<file path="src/rtl/div_pkg.sv">
// Shared types and constants for the sequential restoring divider.
package div_pkg;

   localparam int DIV_WIDTH  = 8;
   localparam int ITER_CNT_W = $clog2(DIV_WIDTH);

   typedef enum logic [1:0] {
      IDLE,
      PREP,
      ITER,
      FIX
   } state_t;

endpackage

</file>
<file path="src/rtl/div_step.sv">
// One restoring-division iteration: shift {rem, quo} left, trial-subtract, restore on borrow.
module div_step
   import div_pkg::*;
#(
   parameter int WIDTH = DIV_WIDTH
) (
   input  logic [WIDTH-1:0] rem,
   input  logic [WIDTH-1:0] quo,
   input  logic [WIDTH:0]   dvs_mag,
   output logic [WIDTH-1:0] rem_next,
   output logic [WIDTH-1:0] quo_next
);

   logic [WIDTH:0] shifted;
   logic [WIDTH:0] diff;

   // The partial remainder stays below the divisor magnitude, so a WIDTH+1
   // bit difference is enough for the sign bit to signal a borrow.
   always_comb begin
      shifted  = {rem, quo[WIDTH-1]};
      diff     = shifted - dvs_mag;
      rem_next = shifted[WIDTH-1:0];
      quo_next = {quo[WIDTH-2:0], 1'b0};
      if (!diff[WIDTH]) begin
         rem_next = diff[WIDTH-1:0];
         quo_next = {quo[WIDTH-2:0], 1'b1};
      end
   end

endmodule

</file>
<file path="src/rtl/restoring_divider.sv">
// Signed restoring divider driven by the multiplier's button/switch conventions;
// quotient on Bval, remainder on Aval, results chain into the next Run.
module restoring_divider
   import div_pkg::*;
#(
   parameter int WIDTH = DIV_WIDTH
) (
   input  logic             Clk,
   input  logic             Reset,
   input  logic             Run,
   input  logic             ClearA_LoadB,
   input  logic [WIDTH-1:0] S,
   output logic [WIDTH-1:0] Aval,
   output logic [WIDTH-1:0] Bval,
   output logic             Busy,
   output logic             DivZero,
   output logic             Ovf
);

   localparam int CNT_W = (WIDTH > 1) ? $clog2(WIDTH) : 1;
   localparam logic [WIDTH-1:0] MOST_NEG = {1'b1, {(WIDTH-1){1'b0}}};

   state_t             state_q;
   state_t             state_d;
   logic               run_q;
   logic [WIDTH-1:0]   divisor_q;
   logic [WIDTH:0]     dvs_mag_q;
   logic               dvd_neg_q;
   logic               dvs_neg_q;
   logic [WIDTH-1:0]   rem_q;
   logic [WIDTH-1:0]   quo_q;
   logic [CNT_W-1:0]   cnt_q;

   logic               start;
   logic               load;
   logic [WIDTH:0]     dvs_ext;
   logic [WIDTH:0]     dvs_mag;
   logic [WIDTH-1:0]   dvd_mag;
   logic [WIDTH-1:0]   rem_next;
   logic [WIDTH-1:0]   quo_next;
   logic [WIDTH-1:0]   quo_fix;
   logic [WIDTH-1:0]   rem_fix;
   logic               ovf_case;

   assign start = (state_q == IDLE) && run_q && !Run;
   assign load  = (state_q == IDLE) && !ClearA_LoadB;
   assign Busy  = (state_q != IDLE);

   // The dividend magnitude fits WIDTH unsigned bits even for the most negative value.
   assign dvs_ext  = {divisor_q[WIDTH-1], divisor_q};
   assign dvs_mag  = divisor_q[WIDTH-1] ? (~dvs_ext + (WIDTH+1)'(1)) : dvs_ext;
   assign dvd_mag  = Bval[WIDTH-1] ? (~Bval + WIDTH'(1)) : Bval;

   assign quo_fix  = (dvd_neg_q ^ dvs_neg_q) ? (~quo_q + WIDTH'(1)) : quo_q;
   assign rem_fix  = dvd_neg_q ? (~rem_q + WIDTH'(1)) : rem_q;
   assign ovf_case = (Bval == MOST_NEG) && (&divisor_q);

   div_step #(.WIDTH(WIDTH)) u_step (
      .rem      (rem_q),
      .quo      (quo_q),
      .dvs_mag  (dvs_mag_q),
      .rem_next (rem_next),
      .quo_next (quo_next)
   );

   always_ff @(posedge Clk or negedge Reset) begin
      if (!Reset) begin
         state_q <= IDLE;
         run_q   <= 1'b1;
      end else begin
         state_q <= state_d;
         run_q   <= Run;
      end
   end

   // A load in IDLE takes priority and swallows any coincident start.
   always_comb begin
      state_d = state_q;
      case (state_q)
         IDLE:    if (!load && start) state_d = PREP;
         PREP:    state_d = (dvs_mag == '0) ? FIX : ITER;
         ITER:    if (cnt_q == CNT_W'(WIDTH-1)) state_d = FIX;
         FIX:     state_d = IDLE;
         default: state_d = IDLE;
      endcase
   end

   always_ff @(posedge Clk or negedge Reset) begin
      if (!Reset) begin
         Aval      <= '0;
         Bval      <= '0;
         DivZero   <= 1'b0;
         Ovf       <= 1'b0;
         divisor_q <= '0;
         dvs_mag_q <= '0;
         dvd_neg_q <= 1'b0;
         dvs_neg_q <= 1'b0;
         rem_q     <= '0;
         quo_q     <= '0;
         cnt_q     <= '0;
      end else begin
         case (state_q)
            IDLE: begin
               if (load) begin
                  Bval    <= S;
                  Aval    <= '0;
                  DivZero <= 1'b0;
                  Ovf     <= 1'b0;
               end else if (start) begin
                  divisor_q <= S;
                  DivZero   <= 1'b0;
                  Ovf       <= 1'b0;
               end
            end
            PREP: begin
               dvd_neg_q <= Bval[WIDTH-1];
               dvs_neg_q <= divisor_q[WIDTH-1];
               dvs_mag_q <= dvs_mag;
               quo_q     <= dvd_mag;
               rem_q     <= '0;
               cnt_q     <= '0;
               if (dvs_mag == '0) DivZero <= 1'b1;
            end
            ITER: begin
               rem_q <= rem_next;
               quo_q <= quo_next;
               cnt_q <= cnt_q + CNT_W'(1);
            end
            FIX: begin
               // A zero divisor leaves the dividend visible on Aval for diagnosis.
               if (DivZero) begin
                  Bval <= '1;
                  Aval <= Bval;
               end else begin
                  Bval <= quo_fix;
                  Aval <= rem_fix;
                  Ovf  <= ovf_case;
               end
            end
            default: ;
         endcase
      end
   end

endmodule
</file>
<file path="config.mk">
export PLATFORM = sky130hd
export DESIGN_NAME = restoring_divider
export DESIGN_NICKNAME = d
export VERILOG_FILES = /design/src/rtl/div_pkg.sv /design/src/rtl/div_step.sv /design/src/rtl/restoring_divider.sv
export SDC_FILE = /design/constraint.sdc
export NUM_CORES = 1
export LEC_CHECK = 0
export CAP_MARGIN = 20
export CORE_UTILIZATION = 45
export CTS_CLUSTER_SIZE = 25
export DETAILED_ROUTE_END_ITERATION = 12
export HOLD_SLACK_MARGIN = 0.06
export SLEW_MARGIN = 20
export SYNTH_ARGS = -nofsm -noshare
export SYNTH_HDL_FRONTEND = slang
export SYNTH_HIERARCHICAL = 1
export SYNTH_SLANG_ARGS = --single-unit
</file>
<file path="constraint.sdc">
create_clock -name Clk -period 5.8 [get_ports Clk]
set_input_delay 1.16 -clock Clk [delete_from_list [all_inputs] [get_ports Clk]]
set_output_delay 1.16 -clock Clk [all_outputs]
set_load 0.02 [all_outputs]
</file>
==> qor.yml, run 1 <==
whs_path_depth: 1
synth_cell_types: 57
cp-end-kind: "output pin"
diodes: 0
wl_um: 8980
io_pins: 31
numCtsBuffers: 9
start_util_pct: 46.1
status: "finished clean"
regToRegSetupSlack_ns: 3.11
gr-total-overflow: 0
clkLatencyLatePin_ns: 0.34
fin_crit_sh_pct: 54.1
cts_htree_levels: 3
r2r-end: "rem_q[2]"
wire_per_inst_um: 16.5
rows: 33
synth-main-ff-cell: "dfrtp_1"
drc: 0
r2r-start: "quo_q[7]"
dp_hpwl_um: 6550
grt_max_degree: 60
track_usage_pct: 22.4
yosysSeqAreaShare_pct: 39.2
cp_data_required_time_ns: 4.64
ant_nets: 0
cts_resized: 0
hold_ws_ns: 0.481
hold_end: "cnt_q[0]"
grt_pass1_wl_um: 14700
drt-vias-per-instance: 5.43
synth_nets: 451
crit_path_start_kind: "flip-flop"
syn_area_um2: 3770
fill_cells: 787
crit_path_max_fanout: 7
finalCriticalPeriod_ns: 3.14
core_region_area_um2: 8180
die-area_um2: 8750
syn_avg_cell_area_um2: 9.00
synth_edf_count: 0
hold_viol_final: 0
clockBufferDepth: 2
worst_slew_pin_slew_ns: 0.990
worstRegToRegCells: 11
fin_setup_tns_ns: 0
crit_type: "flip-flop to output pin"
arrival_ns: 1.98
cap_violations: 0
relSlewSlack_pct: 34.0
cts_setup_buffers: 0
skew_ns: 0.0107
finalMaxSlewViolations: 0
synth_seq_cells: 59
die-height_um: 93.5
fmax_mhz: 319
rsz0062_at_grt: "false"
cts.sinks: 59
finalNetCount: 467
num_vias: 2959
cts_root_buffer: "clkbuf_8"
hold_class: "flip-flop to flip-flop"
p_leak_nw: 1.86
area_growth_pct: 13.0
yosysWarnings: 6
powerDensity_nw_per_um2: 600
dieWidth_um: 93.5
place_congestion: 0.860
grt_pass1_vias: 2836
postCtsHoldBufs: 0
setup_viol: 0
min_from: "cnt_q[0]"
ir_drop_v: 0.000440
dr.pass1.iters: 4
cts_tree: "built"
numPortBuffers: 30
drive_gt1_share_pct: 10.2
synth-async-reset-ratio_pct: 100
clk_pin_slew_worst_paths_ns: 0.07
drtIter0Drc: 139
synth_cells: 419
antenna_found_initial: 0
[flip-flops by register name (all words and copies together) (netlist names), 2 cells and up]
name,flops
dvs_mag_q,9
Aval,8
Bval,8
divisor_q,8
quo_q,8
rem_q,8
cnt_q,3
state_q,2
[cell type report]
cell class / count / area, um^2 / share of cell area [%]
clock inverter: 3 / 40.0 / 0.940
multi-input combinational: 299 / 2040 / 47.8
sequential: 59 / 1480 / 34.7
clock buffer: 13 / 139 / 3.26
inverter: 35 / 131 / 3.08
timing repair buffer: 31 / 303 / 7.11
tap: 105 / 131 / 3.08
[stage by stage]
step           worst slack [ns]  std cells  utilization, %  power, mW  area, um^2
2_1_floorplan              3.51        419               -       1.83        3770
3_3_place_gp               2.98        529            49.9       2.17        4080
3_5_place_dp               2.91        529            49.9       2.20        4080
4_1_cts                    2.64        545            52.1       2.56        4260
5_1_grt                    2.55        545            52.1       2.77        4260
6_report                   2.66        545            52.1       2.56        4260
[worst max-delay path: stages, from the launching register on]
cell,delay (ns)
dfrtp_1,0.43
inv_1,0.09
ha_1,0.31
inv_1,0.17
clkdlybuf4s50_1,0.63
[cell families (layout without fill, tap and decap cells)]
logic type | Yosys count | after routing | share of synthesized area [%]
AO/OA/AOI/OAI | 111 | 111 | 18.4
XOR/XNOR | 26 | 26 | 6.04
adder cells (fa/ha/maj) | 20 | 20 | 6.84
buffers and inverters | 61 | 82 | 6.84
flip-flops | 59 | 59 | 39.2
multiplexers | 28 | 28 | 8.10
AND/OR/NAND/NOR | 114 | 114 | 14.6
[worst max-delay path by stage]
stage	start	endpoint	slack, ns	depth (start not counted)
after floorplan	quo_q[7]	rem_q[1]	3.51	11
after global placement	ClearA_LoadB	state_q[0]	2.98	5
after detailed placement	ClearA_LoadB	state_q[0]	2.91	5
after CTS	state_q[0]	Busy	2.64	4
after global routing	state_q[0]	Busy	2.55	4
final	state_q[0]	Busy	2.66	4
[layer usage]
layer,global-route usage [%],part of all wire (%)
met4,8.97,2.5
met3,3.82,3.4
met5,0,0
met2,35.8,47
met1,30.1,47
[Yosys cell counts (2+ instances only)]
cell      instances  area (um^2)
xor2_1           11         96.3
nor2_1           27          101
o211ai_1          2         15.0
mux2i_1           8         80.1
dfrtp_1          58         1450
nand3b_1          2         15.0
nand2_1          44          165
or3_1             3         18.8
inv_1            35          131
nand2b_1          2         12.5
a22o_1            3         26.3
a21oi_1          30          150
clkbuf_1         16         60.1
mux2_2           20          225
nand3_1           4         20.0
a31oi_1           6         37.5
nand4_1           3         18.8
o21ai_0          43          215
o22ai_1           3         18.8
nor2b_1           7         43.8
buf_4             7         52.6
nor4_1            4         25.0
xnor2_1          15          131
o21a_1            2         15.0
nor3_1            5         25.0
o31ai_1           6         45.0
and2_1            4         25.0
ha_1             19          238
a21boi_0          2         15.0
[power by group]
group	internal [mW]	total [mW]	leakage, nW	switching (mW)
combinational	0.609	1.38	1.02	0.772
sequential	0.576	0.818	0.742	0.242
clock	0.198	0.357	0.0914	0.159
[cells in the final DEF (no fill, tap or decap), types with 7 or more instances in the layout]
cell type | Yosys | final
a21oi_1 | 30 | 30
clkbuf_8 | 0 | 9
clkdlybuf4s50_1 | 0 | 29
dfrtp_1 | 58 | 58
ha_1 | 19 | 19
inv_1 | 35 | 35
mux2_2 | 20 | 20
mux2i_1 | 8 | 8
nand2_1 | 44 | 44
nor2_1 | 27 | 27
nor2b_1 | 7 | 7
o21ai_0 | 43 | 43
xnor2_1 | 15 | 15
xor2_1 | 11 | 11
Note: power is estimated with default switching activity, not from simulation.
==> inputs of run 2 (changes only) <==
==> constraint.sdc (replaced) <==
create_clock -name Clk -period 3.25 [get_ports Clk]
set_input_delay 0.65 -clock Clk [delete_from_list [all_inputs] [get_ports Clk]]
set_output_delay 0.65 -clock Clk [all_outputs]
set_load 0.02 [all_outputs]
==> run 2 against run 1 <==
Against the previous run: final area increased by 1.3%; critical path depth did not move; worst setup slack lost 2.0 ns; critical path type unchanged.
==> qor.yml, run 2 (same netlist as run 1, synthesis figures left out) <==
status: "finished clean"
io_pins: 31  # unchanged
num_vias: 3019  # +2.0%
numCtsBuffers: 9  # unchanged
die-height_um: 93.5  # unchanged
dp_slack_ns: 0.684  # -2.23 ns
start_util_pct: 46.1  # unchanged
finalNetCount: 470  # +0.64%
fin_ws_ns: 0.623  # -2.04 ns
cts_resized: 0  # unchanged
die-area_um2: 8750  # unchanged
skew_ns: 0.00879  # -0.00192 ns
cp_data_required_time_ns: 2.60  # -2.04 ns
drt-vias-per-instance: 5.51  # +1.5%
final_cell_mix: "58 x dfrtp_1, 44 x nand2_1, 43 x o21ai_0"
crit_type: "flip-flop to output pin"
regArea_um2: 1480  # unchanged
drive_gt1_share_pct: 11.5  # +1.3 points
arrival_ns: 1.98  # about the same
cts.sinks: 59  # unchanged
postCtsHoldBufs: 0  # unchanged
fin_setup_tns_ns: 0  # unchanged
ir_drop_v: 0.000971  # +120%
drtIter0Drc: 109  # -22%
track_usage_pct: 23.4  # +0.96 points
wl_um: 9230  # +2.8%
fin_util_pct: 52.8  # +0.67 points
design_power_total_mw: 4.71  # +84%
dieWidth_um: 93.5  # unchanged
cts_root_buffer: "clkbuf_8"
hold_class: "primary input to asynchronous set/reset pin"
powerDensity_nw_per_um2: 1090  # +82%
cap_violations: 0  # unchanged
fin_crit_sh_pct: 80.8
worst_slew_pin_slew_ns: 0.676  # -0.314 ns
setup_viol: 0  # unchanged
relSlewSlack_pct: 54.9  # +21 points
layout_commonest_cell: "dfrtp_1"
crit_path_max_fanout: 7  # unchanged
cp-end-kind: "output pin"
wire_per_inst_um: 16.8  # +2.2%
hold_viol_final: 0  # unchanged
cts_tree: "built"
grt_max_degree: 41  # -32%
dr.pass1.iters: 4  # unchanged
place_congestion: 0.864  # +0.48%
design_area_um2: 4320  # +1.3%
p_leak_nw: 1.89  # +1.7%
cts_setup_buffers: 0  # unchanged
clkLatencyLatePin_ns: 0.34  # about the same
crit_path_start_kind: "flip-flop"
largest_register: "dvs_mag_q"
dp_hpwl_um: 6830  # +4.3%
fill_cells: 775  # -1.5%
gr-total-overflow: 0  # unchanged
finalCriticalPeriod_ns: 2.63
area_growth_pct: 14.5
numPortBuffers: 30  # unchanged
diodes: 0  # unchanged
rsz0062_at_grt: "false"
clockBufferDepth: 2  # unchanged
multi_input_area_um2: 2030  # -0.18%
fmax_mhz: 381
antenna_found_initial: 0  # unchanged
grt_pass1_wl_um: 15500  # +4.9%
finalMaxSlewViolations: 0  # unchanged
clk_pin_slew_worst_paths_ns: 0.07  # about the same
largest_register_ffs: 9  # unchanged
core_region_area_um2: 8180  # unchanged
placed_cell_area_um2: 4100  # +0.55%
grt_pass1_vias: 3094  # +9.1%
drc: 0  # unchanged
cts_htree_levels: 3  # unchanged
ant_nets: 0  # unchanged
rows: 33  # unchanged
## run 2: changes by cell type in the layout (fill, tap and decap cells not counted)
| cell | delta |
|---|---|
| inv_6 | +1 |
| o21ai_1 | +1 |
| o21ai_2 | -1 |
| clkbuf_1 | -4 |
| clkinv_2 | +1 |
| buf_4 | +3 |
| bufinv_16 | +1 |
| clkinvlp_4 | +1 |
## run 2: routing by layer
layer	track usage, %	wire, um
met5	0	0
met4	6.28	91
met3	5.04	309
met2	39.8	4550
met1	29.9	4280
## run 2: area by class of cell
class | instances | share of cell area [%]
flip-flops and latches | 59 | 34.2
inverters | 35 | 3.04
clock buffers | 9 | 2.87
multi-input cells | 299 | 47.1
repair buffers | 34 | 7.54
well taps | 105 | 3.04
clock inverters | 7 | 2.12
## run 2: through the flow
stage	hold WS, ns	instances
global route	0.276	548
floorplan	0.354	419
detailed placement	0.483	532
global placement	0.469	532
CTS	0.251	548
finish	0.245	548
## run 2: where the power goes
part | switching (mW) | leakage [nW] | internal [mW]
sequential | 0.424 | 0.742 | 1.03
combinational | 1.41 | 1.04 | 1.11
clock | 0.307 | 0.109 | 0.430
## run 2: final timing paths
path | start | to | slack [ns] | cells after the start
setup / recovery | state_q[0] | Busy | 0.62 | 4
hold / removal | Reset | divisor_q[5] | 0.25 | 1
setup reg to reg | quo_q[7] | rem_q[5] | 0.70 | 11
hold reg to reg | Aval[0] | Aval[0] | 0.49 | 2
max in group asynchronous | Reset | Aval[7] | 2.10 | 2
min in group Clk | Aval[0] | Aval[0] | 0.49 | 2
## run 2: critical path, cell delays in order, from the launching register on
cell and delay [ns]:
dfrtp_1 0.43, inv_1 0.09, ha_1 0.32, inv_1 0.17
clkdlybuf4s50_1 0.62
